$ cat src/rtl/mem_port_arbiter.sv
// mem_port_arbiter
//   Shares one single-ported memory with a 1-cycle synchronous read between the
//   instruction-fetch (IF) and load/store (LS) requesters. LS has fixed priority,
//   but a starvation counter forces an IF grant after STARVE_LIMIT consecutive
//   denied IF cycles (STARVE_LIMIT = 0 gives strict LS priority). Read responses
//   are steered back to the requester that issued them, one cycle after grant.
//
// Ports
//   clk, rst                     clock, synchronous active-high reset
//   if_req/if_addr               IF read request (held until if_gnt)
//   if_gnt/if_rvalid/if_rdata    IF grant (combinational), read response
//   ls_req/ls_we/ls_addr/
//   ls_wdata/ls_size             LS request (held until ls_gnt)
//   ls_gnt/ls_rvalid/ls_rdata    LS grant (combinational), read response
//   mem_en/mem_we/mem_addr/
//   mem_wdata/mem_size           memory command, muxed from the winner
//   mem_rdata                    memory read data, one cycle after a read
//
// Configuration macro
//   ARB_STATS_EN  adds stat_if_gnt, stat_ls_gnt, stat_conflict (32-bit,
//                 wrapping, cleared on rst) counting IF grants, LS grants and
//                 cycles in which both requesters are active.

module mem_port_arbiter #(
  parameter int unsigned AW           = 32,
  parameter int unsigned DW           = 32,
  parameter int unsigned STARVE_LIMIT = 4
) (
  input  logic          clk,
  input  logic          rst,
  input  logic          if_req,
  input  logic [AW-1:0] if_addr,
  output logic          if_gnt,
  output logic          if_rvalid,
  output logic [DW-1:0] if_rdata,
  input  logic          ls_req,
  input  logic          ls_we,
  input  logic [AW-1:0] ls_addr,
  input  logic [DW-1:0] ls_wdata,
  input  logic [1:0]    ls_size,
  output logic          ls_gnt,
  output logic          ls_rvalid,
  output logic [DW-1:0] ls_rdata,
  output logic          mem_en,
  output logic          mem_we,
  output logic [AW-1:0] mem_addr,
  output logic [DW-1:0] mem_wdata,
  output logic [1:0]    mem_size,
  input  logic [DW-1:0] mem_rdata
`ifdef ARB_STATS_EN
  ,
  output logic [31:0]   stat_if_gnt,
  output logic [31:0]   stat_ls_gnt,
  output logic [31:0]   stat_conflict
`endif
);

  // A zero limit still needs a 1-bit counter to keep widths legal; it never counts.
  localparam int unsigned CW = (STARVE_LIMIT > 0) ? $clog2(STARVE_LIMIT + 1) : 1;
  localparam logic [CW-1:0] LIMIT = CW'(STARVE_LIMIT);

  logic [CW-1:0] r_starve_cnt;
  logic [1:0]    r_owner;       // [1] = IF read in flight, [0] = LS read in flight
  logic          w_force_if;
  logic          w_if_gnt;
  logic          w_ls_gnt;

  always_comb begin
    w_force_if = (STARVE_LIMIT != 0) && (r_starve_cnt == LIMIT);
    w_if_gnt   = !rst && if_req && (!ls_req || w_force_if);
    w_ls_gnt   = !rst && ls_req && !w_if_gnt;
  end

  always_ff @(posedge clk) begin
    if (rst) begin
      r_starve_cnt <= '0;
    end else if (!if_req || w_if_gnt) begin
      r_starve_cnt <= '0;
    end else if (r_starve_cnt != LIMIT) begin
      r_starve_cnt <= r_starve_cnt + CW'(1);
    end
  end

  always_ff @(posedge clk) begin
    if (rst) begin
      r_owner <= '0;
    end else begin
      r_owner <= {w_if_gnt, w_ls_gnt && !ls_we};
    end
  end

  always_comb begin
    if_gnt    = w_if_gnt;
    ls_gnt    = w_ls_gnt;
    mem_en    = w_if_gnt | w_ls_gnt;
    mem_we    = w_ls_gnt & ls_we;
    mem_addr  = w_ls_gnt ? ls_addr : if_addr;
    mem_wdata = ls_wdata;
    mem_size  = w_ls_gnt ? ls_size : 2'd2;
    // Masked during reset so a response launched just before rst is dropped.
    if_rvalid = r_owner[1] && !rst;
    ls_rvalid = r_owner[0] && !rst;
    if_rdata  = mem_rdata;
    ls_rdata  = mem_rdata;
  end

`ifdef ARB_STATS_EN
  logic [31:0] r_stat_if_gnt;
  logic [31:0] r_stat_ls_gnt;
  logic [31:0] r_stat_conflict;

  always_ff @(posedge clk) begin
    if (rst) begin
      r_stat_if_gnt   <= '0;
      r_stat_ls_gnt   <= '0;
      r_stat_conflict <= '0;
    end else begin
      if (w_if_gnt)          r_stat_if_gnt   <= r_stat_if_gnt + 32'd1;
      if (w_ls_gnt)          r_stat_ls_gnt   <= r_stat_ls_gnt + 32'd1;
      if (if_req && ls_req)  r_stat_conflict <= r_stat_conflict + 32'd1;
    end
  end

  always_comb begin
    stat_if_gnt   = r_stat_if_gnt;
    stat_ls_gnt   = r_stat_ls_gnt;
    stat_conflict = r_stat_conflict;
  end
`endif

endmodule
$ cat config.mk
export PLATFORM = sky130hd
export DESIGN_NAME = mem_port_arbiter
export DESIGN_NICKNAME = d
export VERILOG_FILES = /design/src/rtl/mem_port_arbiter.sv
export SDC_FILE = /design/constraint.sdc
export NUM_CORES = 1
export LEC_CHECK = 0
export CAP_MARGIN = 20
export CELL_PAD_IN_SITES_DETAIL_PLACEMENT = 0
export CELL_PAD_IN_SITES_GLOBAL_PLACEMENT = 1
export CORE_MARGIN = 3
export CORE_UTILIZATION = 12
export CTS_BUF_LIST = sky130_fd_sc_hd__clkbuf_8
export DETAILED_ROUTE_END_ITERATION = 6
export PLACE_DENSITY_LB_ADDON = 0.1
export SYNTH_ARGS = -nofsm -noshare
export SYNTH_HDL_FRONTEND = slang
export SYNTH_SLANG_ARGS = --single-unit
$ cat constraint.sdc
create_clock -name clk -period 1.9 [get_ports clk]
set_clock_uncertainty 0.05 [all_clocks]
set_input_delay 0.38 -clock clk [delete_from_list [all_inputs] [get_ports clk]]
set_output_delay 0.38 -clock clk [all_outputs]
set_load 0.005 [all_outputs]
* Word-level counts from Yosys, hierarchy flattened
Index checks and enable logic that the tools add are counted.
** Storage, ports and cells
- Register bits after elaboration :: 5
- Input bits :: 135
- Output and inout bits :: 136
- Word-level logic and storage cells :: 24
** Cells by class
- Add/subtract/negate cells :: 1
- Equal/unequal tests :: 2
- Mux-type cells :: 2
- Bitwise gates (word level) :: 2
- Reduce and logical (&&, ||, !) cells :: 15
** Operators with widths (count)
- $mux W32 :: 1
- $logic_and A1 B1 Y1 :: 7
- $logic_not A1 Y1 :: 5
- $add A3 B1 Y3 const B :: 1
- $eq A3 B3 Y1 const B :: 1
- $ne A3 B3 Y1 const B :: 1
- $logic_or A1 B1 Y1 :: 2
- $mux W2 :: 1
- $reduce_or A2 Y1 :: 1
- $and A1 B1 Y1 :: 1
- $or A1 B1 Y1 :: 1

* Longest topological paths before layout
Gate-level depths: netlist of run 1.
- Word-level depth :: 6
- Depth in mapped cells :: 6
- Mapped depth without buffers :: 6

* Worst setup path before layout of run 1
OpenSTA, ideal clock, no wires.
- Path kind :: flip-flop to output port
- Start point :: reg r_starve_cnt[0]
- End point :: out mem_addr[0]
- Arrival time :: 1.279 ns
- Required time :: 1.470 ns
- Path slack :: 0.191 ns
- Stages on the path, launching flop included :: 7
- Path buffers :: 1
- Cell sequence :: dfxtp_1 > inv_1 > ha_1 > nand3_1 > nand2_4 > buf_6 > mux2_4
** Between the ends
- Longest elaborated chain between the ends :: 6
** Ends and longest elaborated chain
- start: declaration :: line 62 : logic [CW-1:0] r_starve_cnt;
- start signal: assignment :: line 80 : r_starve_cnt <= r_starve_cnt + CW'(1);
- $eq A3 B3 Y1 :: line 69 : w_force_if = (STARVE_LIMIT != 0) && (r_starve_cnt == LIMIT);
- $logic_or A1 B1 Y1 :: line 70 : w_if_gnt = !rst && if_req && (!ls_req || w_force_if);
- $logic_and A1 B1 Y1 :: line 70
- $logic_not A1 Y1 :: line 71 : w_ls_gnt = !rst && ls_req && !w_if_gnt;
- $logic_and A1 B1 Y1 :: line 71
- $mux W32 :: line 97 : mem_addr = w_ls_gnt ? ls_addr : if_addr;
- end: declaration :: line 46 : output logic [AW-1:0] mem_addr,
No other way between the ends.

* Worst setup path after layout of run 1
- Start point :: reg r_starve_cnt[1]
- End point :: out mem_addr[14]
Same word-level chain as after synthesis.

==> impl_metrics.yaml, run 1 <==
outcome:
  outcome: "finished with violations"
  violations: "setup timing"
route:
  drc: 0
  viasPerCell: 2.96
  drt-pass1-iter-count: 4
  wl_per_cell_um: 11.6
  drt_wl_total_mm: 4.33
  drtIter0Drc: 13
  vias: 1106
  ant_nets: 0
yosys:
  synth_mux_area_frac: 0.321
  synth_top_family_by_area: "buffers and inverters"
  yosys.area_share.simple: 0.0711
  synth_xor_area_frac: 0
  synthesis.nets: 301
  synth_area_per_cell_um2: 9.12
  synth_compound_area_frac: 0.0100
  synth_fa_ha_area_frac: 0.0167
  syn_inst: 164
  yosysSeqAreaShare: 0.0669
  synthDistinctLibCells: 17
  ys_seq_elements: 5
  synth_warnings: 0
  syn-cell-area_um2: 1500
floorplan:
  core_area_um2: 12100
  start_util: 0.123
  die-area_um2: 13800
  die_w_um: 118
  ios: 271
  rows: 40
  fp.dieH_um: 118
layout:
  nNetsFinal: 344
  fin_util: 0.204
  num_antenna_cells: 0
  syn2layout_area_growth_pct: 65.4
  design_area_um2: 2470
  drive_gt1_frac: 0.515
clock_network:
  clk_pin_slew_ns: 0.04
  cts-root-buf: "clkbuf_8"
  cts_tree: "yes"
  clock_sinks: 5
  cts_buffer_depth: 2
  hold_buffers: 0
  numCtsBuffers: 3
  clk_latency_ns: 0.22
  htree_levels: 1
power_and_ir_drop:
  p_seq_frac: 0.140
  power.share.switching: 0.225
  combPwrFrac: 0.617
  p_int_uw: 610
  power_switching_uw: 177
  p_leak_uw: 0.00111
  vdd_drop_max_v: 0.000240
  cellPowerDensity_nw_per_um2: 318
  p_clk_frac: 0.244
global_route:
  grt_max_degree: 7
  antenna_found_initial: 0
  grt_pass1_vias: 1219
  grt_pass1_wl_mm: 6.65
  grt_overflow: 0
  track_usage: 0.0590
sta:
  relSlewSlack: 0.872
  fin_crit_sh: 1.07
  min_period_ns: 2.02
  drv_slew: 0
  setup_viol: 32
  finalWorstSetupSlack_ns: -0.124
  finalHoldViolCount: 0
  clock.fmax_mhz: 494
  rsz0062_at_grt: "true"
  worst_pin_slew_ns: 0.191
worst_setup_path:
  cp_slowest_cell: "dfxtp_2"
  max_stage_delay_ns: 0.32
  crit_required_ns: 1.47
  cp_data_arrival_time_ns: 1.59
  crit_chain: "inv_2 > ha_4 > nand3_4 > nand2_8 > buf_4 > buf_12 > mux2_4 > buf_6"
  critPathLaunchType: "flop"
  crit_fanout: 6
  end_kind: "output port"
  crit_type: "flop to output port"
placed_design:
  gp_congestion: 0.602
  placed_cell_area_um2: 2190
  dp_hpwl_mm: 3.47
  portBuffers: 110
flow_run:
  maxCapViolCount: 0
min_path:
  hold_path.class: "flop to flop"
==> placed cells by master, fill, tap and decap left out <==
| master | n |
|---|---|
| buf_12 | 8 |
| nand2_1 | 2 |
| buf_2 | 2 |
| mux2_4 | 32 |
| a21boi_1 | 1 |
| buf_4 | 18 |
| and3_1 | 2 |
| nand2b_1 | 1 |
| clkdlybuf4s15_1 | 2 |
| nor2b_1 | 3 |
| ha_1 | 1 |
| nand3_4 | 1 |
| dfxtp_1 | 3 |
| nor2b_4 | 1 |
| dfxtp_2 | 2 |
| nor2_1 | 7 |
| ha_4 | 1 |
| nand3_1 | 1 |
| buf_6 | 33 |
| inv_1 | 2 |
| clkdlybuf4s50_1 | 70 |
| clkbuf_2 | 1 |
| mux2i_1 | 1 |
| nand2_8 | 1 |
| dlygate4sd2_1 | 3 |
| a21boi_0 | 1 |
| clkbuf_8 | 3 |
| inv_2 | 3 |
==> routing by layer <==
metal	GRT usage	part of all wire	up-vias
met5	0	0	-
met4	0.0264	0.027	0
met3	0.0274	0.13	13
met2	0.103	0.48	81
met1	0.0599	0.37	498
li1	-	-	514
==> critical path, delay by kind of cell (launching register included) <==
| kind | cells | cell delay, ns |
|---|---|---|
| buf+inv | 4 | 0.43 |
| simple gates | 2 | 0.15 |
| fa+ha+maj | 1 | 0.16 |
| mux | 1 | 0.30 |
| flops | 1 | 0.32 |
==> flip-flops by register name, indices dropped and copies added, names as in the netlist <==
| register | flops |
|---|---|
| r_starve_cnt | 3 |
| r_owner | 2 |
==> cell usage after synthesis, drive strengths merged <==
master / n / share of area
nand3: 2 / 0.0067
a21boi: 2 / 0.010
mux2: 32 / 0.31
nand2: 3 / 0.013
buf: 99 / 0.50
nor2: 7 / 0.018
nand2b: 1 / 0.0042
dfxtp: 5 / 0.067
nor2b: 4 / 0.022
mux2i: 1 / 0.0067
ha: 2 / 0.017
and3: 2 / 0.0084
inv: 4 / 0.010
==> cell families after synthesis <==
group,after synthesis
muxes,33
DFF,5
and+or+nand+nor,19
buffers and inverters,103
AOI/OAI and AO/OA,2
adders and majority gates,2
==> what timing repair did <==
| action | CTS | global route |
|---|---|---|
| endpoints found under the setup margin | 40 | 35 |
| pin swaps | 3 | 0 |
| setup buffers | 10 | 5 |
| gates cloned | 3 | 0 |
| gates resized for setup | 197 | 5 |
==> cell type report <==
class	count	area [um^2]
Inverter	4	15.0
Fill cell	1356	9640
Timing Repair Buffer	137	1430
Tap cell	168	210
Multi-Input combinational cell	56	671
Clock inverter	1	3.75
Clock buffer	3	41.3
Sequential cell	5	103
==> final timing paths <==
kind,startpoint,to,slack [ns],cells past startpoint
worst min-delay path,r_starve_cnt[0],r_starve_cnt[0],0.45,2
worst max-delay path,r_starve_cnt[1],mem_addr[14],-0.12,8
worst max register to register,r_starve_cnt[1],r_owner[0],0.51,9
worst min register to register,r_starve_cnt[0],r_starve_cnt[0],0.45,2
==> power by group through the flow <==
stage	sequential (uW)	clock, uW	combinational, uW
global placement	111	0	437
detailed placement	111	0	433
floorplan	111	0	299
CTS	110	201	505
global route	110	208	518
finish	110	192	485
==> through the flow <==
step                      hold WS [ns]  TNS [ns]  power [uW]  setup slack, ns  std cells
after floorplan                  0.367         0         410            0.191        164
after global placement           0.457    -25.20         548           -0.721        357
after detailed placement         0.453    -24.77         544           -0.710        357
after CTS                        0.452     -4.03         816           -0.177        372
after global routing             0.474     -5.47         836           -0.183        374
final                            0.447     -3.41         787           -0.124        374
Note: power is estimated with default switching activity, not from simulation.
==> run 2, diff against run 1 <==
==> config.mk (replaced) <==
export PLATFORM = sky130hd
export DESIGN_NAME = mem_port_arbiter
export DESIGN_NICKNAME = d
export VERILOG_FILES = /design/src/rtl/mem_port_arbiter.sv
export SDC_FILE = /design/constraint.sdc
export NUM_CORES = 1
export LEC_CHECK = 0
export CAP_MARGIN = 20
export CORE_AREA = 3 3 105 107
export CTS_BUF_LIST = sky130_fd_sc_hd__clkbuf_8
export DETAILED_ROUTE_END_ITERATION = 6
export DIE_AREA = 0 0 108 110
export SYNTH_ARGS = -nofsm -noshare
export SYNTH_HDL_FRONTEND = slang
export SYNTH_SLANG_ARGS = --single-unit
==> run 2 against run 1 <==
Compared with the run above: the run still ends with setup timing left; sequential share of layout area down 0.13 points; critical path depth unchanged; flip-flop and latch count unchanged; final area up 3.1%; clock-buffer cell count unchanged; die area down 14%; maximum frequency down 1.7%; largest cell class unchanged; highest routed layer unchanged.
==> impl_metrics.yaml, run 2 (synthesized netlist as in run 1, its figures left out) <==
clock_network:
  htree_levels: 1
  clock_sinks: 5
  hold_buffers: 0
  cts_tree: "yes"
  cts-root-buf: "clkbuf_8"
  clk_pin_slew_ns: 0.04
  clk_latency_ns: 0.23
  cts_buffer_depth: 2
  numCtsBuffers: 3
placed_design:
  portBuffers: 110
  placed_cell_area_um2: 2130
  dp_hpwl_mm: 3.58
  place_ws_ns: -0.704
  gp_congestion: 0.671
  dp_cells: 324
power_and_ir_drop:
  p_leak_uw: 0.00120
  vdd_drop_max_v: 0.000369
  cellPowerDensity_nw_per_um2: 325
flow_run:
  maxCapViolCount: 0
worst_setup_path:
  r2r_setup_slack_ns: 0.48
  cp_top_family: "buffers and inverters"
  critPathLaunchType: "flop"
  crit_required_ns: 1.47
  cp_slowest_cell: "dfxtp_2"
  crit_chain: "inv_2 > ha_4 > nand3_4 > nand2_8 > buf_12 > buf_8 > mux2_4 > buf_6"
  cp_data_arrival_time_ns: 1.63
  end_kind: "output port"
  max_stage_delay_ns: 0.32
  path_buf_inv: 4
  crit_fanout: 5
  crit_type: "flop to output port"
sta:
  worst_pin_slew_ns: 0.220
  finalWorstSetupSlack_ns: -0.160
  rsz0062_at_grt: "true"
  fin_crit_sh: 1.08
  finalHoldViolCount: 0
  drv_slew: 0
  hold_ws_ns: 0.453
  clock.fmax_mhz: 486
  relSlewSlack: 0.852
  setup_viol: 34
  min_period_ns: 2.06
route:
  wl_per_cell_um: 13.8
  ant_nets: 0
  vias: 1162
  viasPerCell: 3.34
  drtIter0Drc: 26
  drt-pass1-iter-count: 2
  drt_wl_total_mm: 4.82
  drc: 0
layout:
  final_common_cell: "clkdlybuf4s50_1"
  fillCellCount: 1089
  largest_register_ffs: 3
  drive_gt1_frac: 0.533
  most-common-layout-cells: "clkdlybuf4s50_1 (68), buf_6 (42), mux2_4 (32)"
  nNetsFinal: 350
  design_area_um2: 2550
  multi_input_area_um2: 681
  syn2layout_area_growth_pct: 70.5
  register_area_um2: 103
  final_cells: 348
  num_antenna_cells: 0
  regMostFlops: "r_starve_cnt"
  reg_top3: "r_starve_cnt x3, r_owner x2"
global_route:
  grt_pass1_wl_mm: 6.61
  grt_overflow: 0
  track_usage: 0.0733
  antenna_found_initial: 0
  grt_pass1_vias: 1232
  grt_max_degree: 7
outcome:
  violations: "setup timing"
  outcome: "finished with violations"
min_path:
  hold_path.class: "flop to flop"
floorplan:
  core_area_um2: 10200
  die-area_um2: 11900
  start_util: 0.146
  die_w_um: 108
  fp.dieH_um: 110
  rows: 37
  ios: 271
==> run 2: cell types whose count changed in the layout (fill, tap and decap cells not counted), sizes merged <==
cell,delta
buf,+5
dlygate4sd2,+1
clkdlybuf4s50,-2
dlymetal6s2s,+2
==> run 2: metal layers <==
layer	up-vias	share of wire	GRT usage
li1	526	-	-
met1	500	0.34	0.0738
met2	113	0.48	0.129
met3	23	0.14	0.0262
met4	0	0.036	0.0460
met5	-	0	0
==> run 2: layout make-up <==
cell class	count	area share
clock buffer	3	0.0162
timing repair buffer	143	0.602
inverter	4	0.00687
sequential	5	0.0402
multi-input combinational	56	0.267
tap	136	0.0667
clock inverter	1	0.00147
==> run 2: timing repair <==
item,4_1_cts,5_1_grt
buffers inserted,12,7
setup endpoints to repair,40,38
resized for setup,194,19
cloned,4,0
pin swaps,3,2
==> run 2: report_power, final <==
part           total (uW)  internal [uW]  switching [uW]
Combinational         520            384             136
Sequential            110            109            1.08
Clock                 199            139            59.9
Total                 829            632             197
==> run 2: through the flow <==
step / power, uW / setup TNS, ns / util
detailed placement: 546 / -23.71 / 0.209
global placement: 542 / -22.92 / 0.209
floorplan: 410 / 0 / -
finish: 829 / -4.71 / 0.249
global route: 877 / -6.45 / 0.249
CTS: 841 / -6.58 / 0.245
==> run 2: worst reg2reg max path: stages, from the launching register on <==
cell and delay (ns):
dfxtp_2 0.32, inv_2 0.04, ha_4 0.16, nand3_4 0.10
nand2_8 0.09, buf_12 0.14, buf_12 0.13, buf_4 0.13
buf_4 0.12, nor2_1 0.08
==> run 2: path summary, 6_finish.rpt <==
path,startpoint,end,cells past startpoint
max,r_starve_cnt[0],mem_addr[20],8
min,r_starve_cnt[0],r_starve_cnt[0],2
max reg2reg,r_starve_cnt[0],r_owner[0],9
min reg2reg,r_starve_cnt[0],r_starve_cnt[0],2
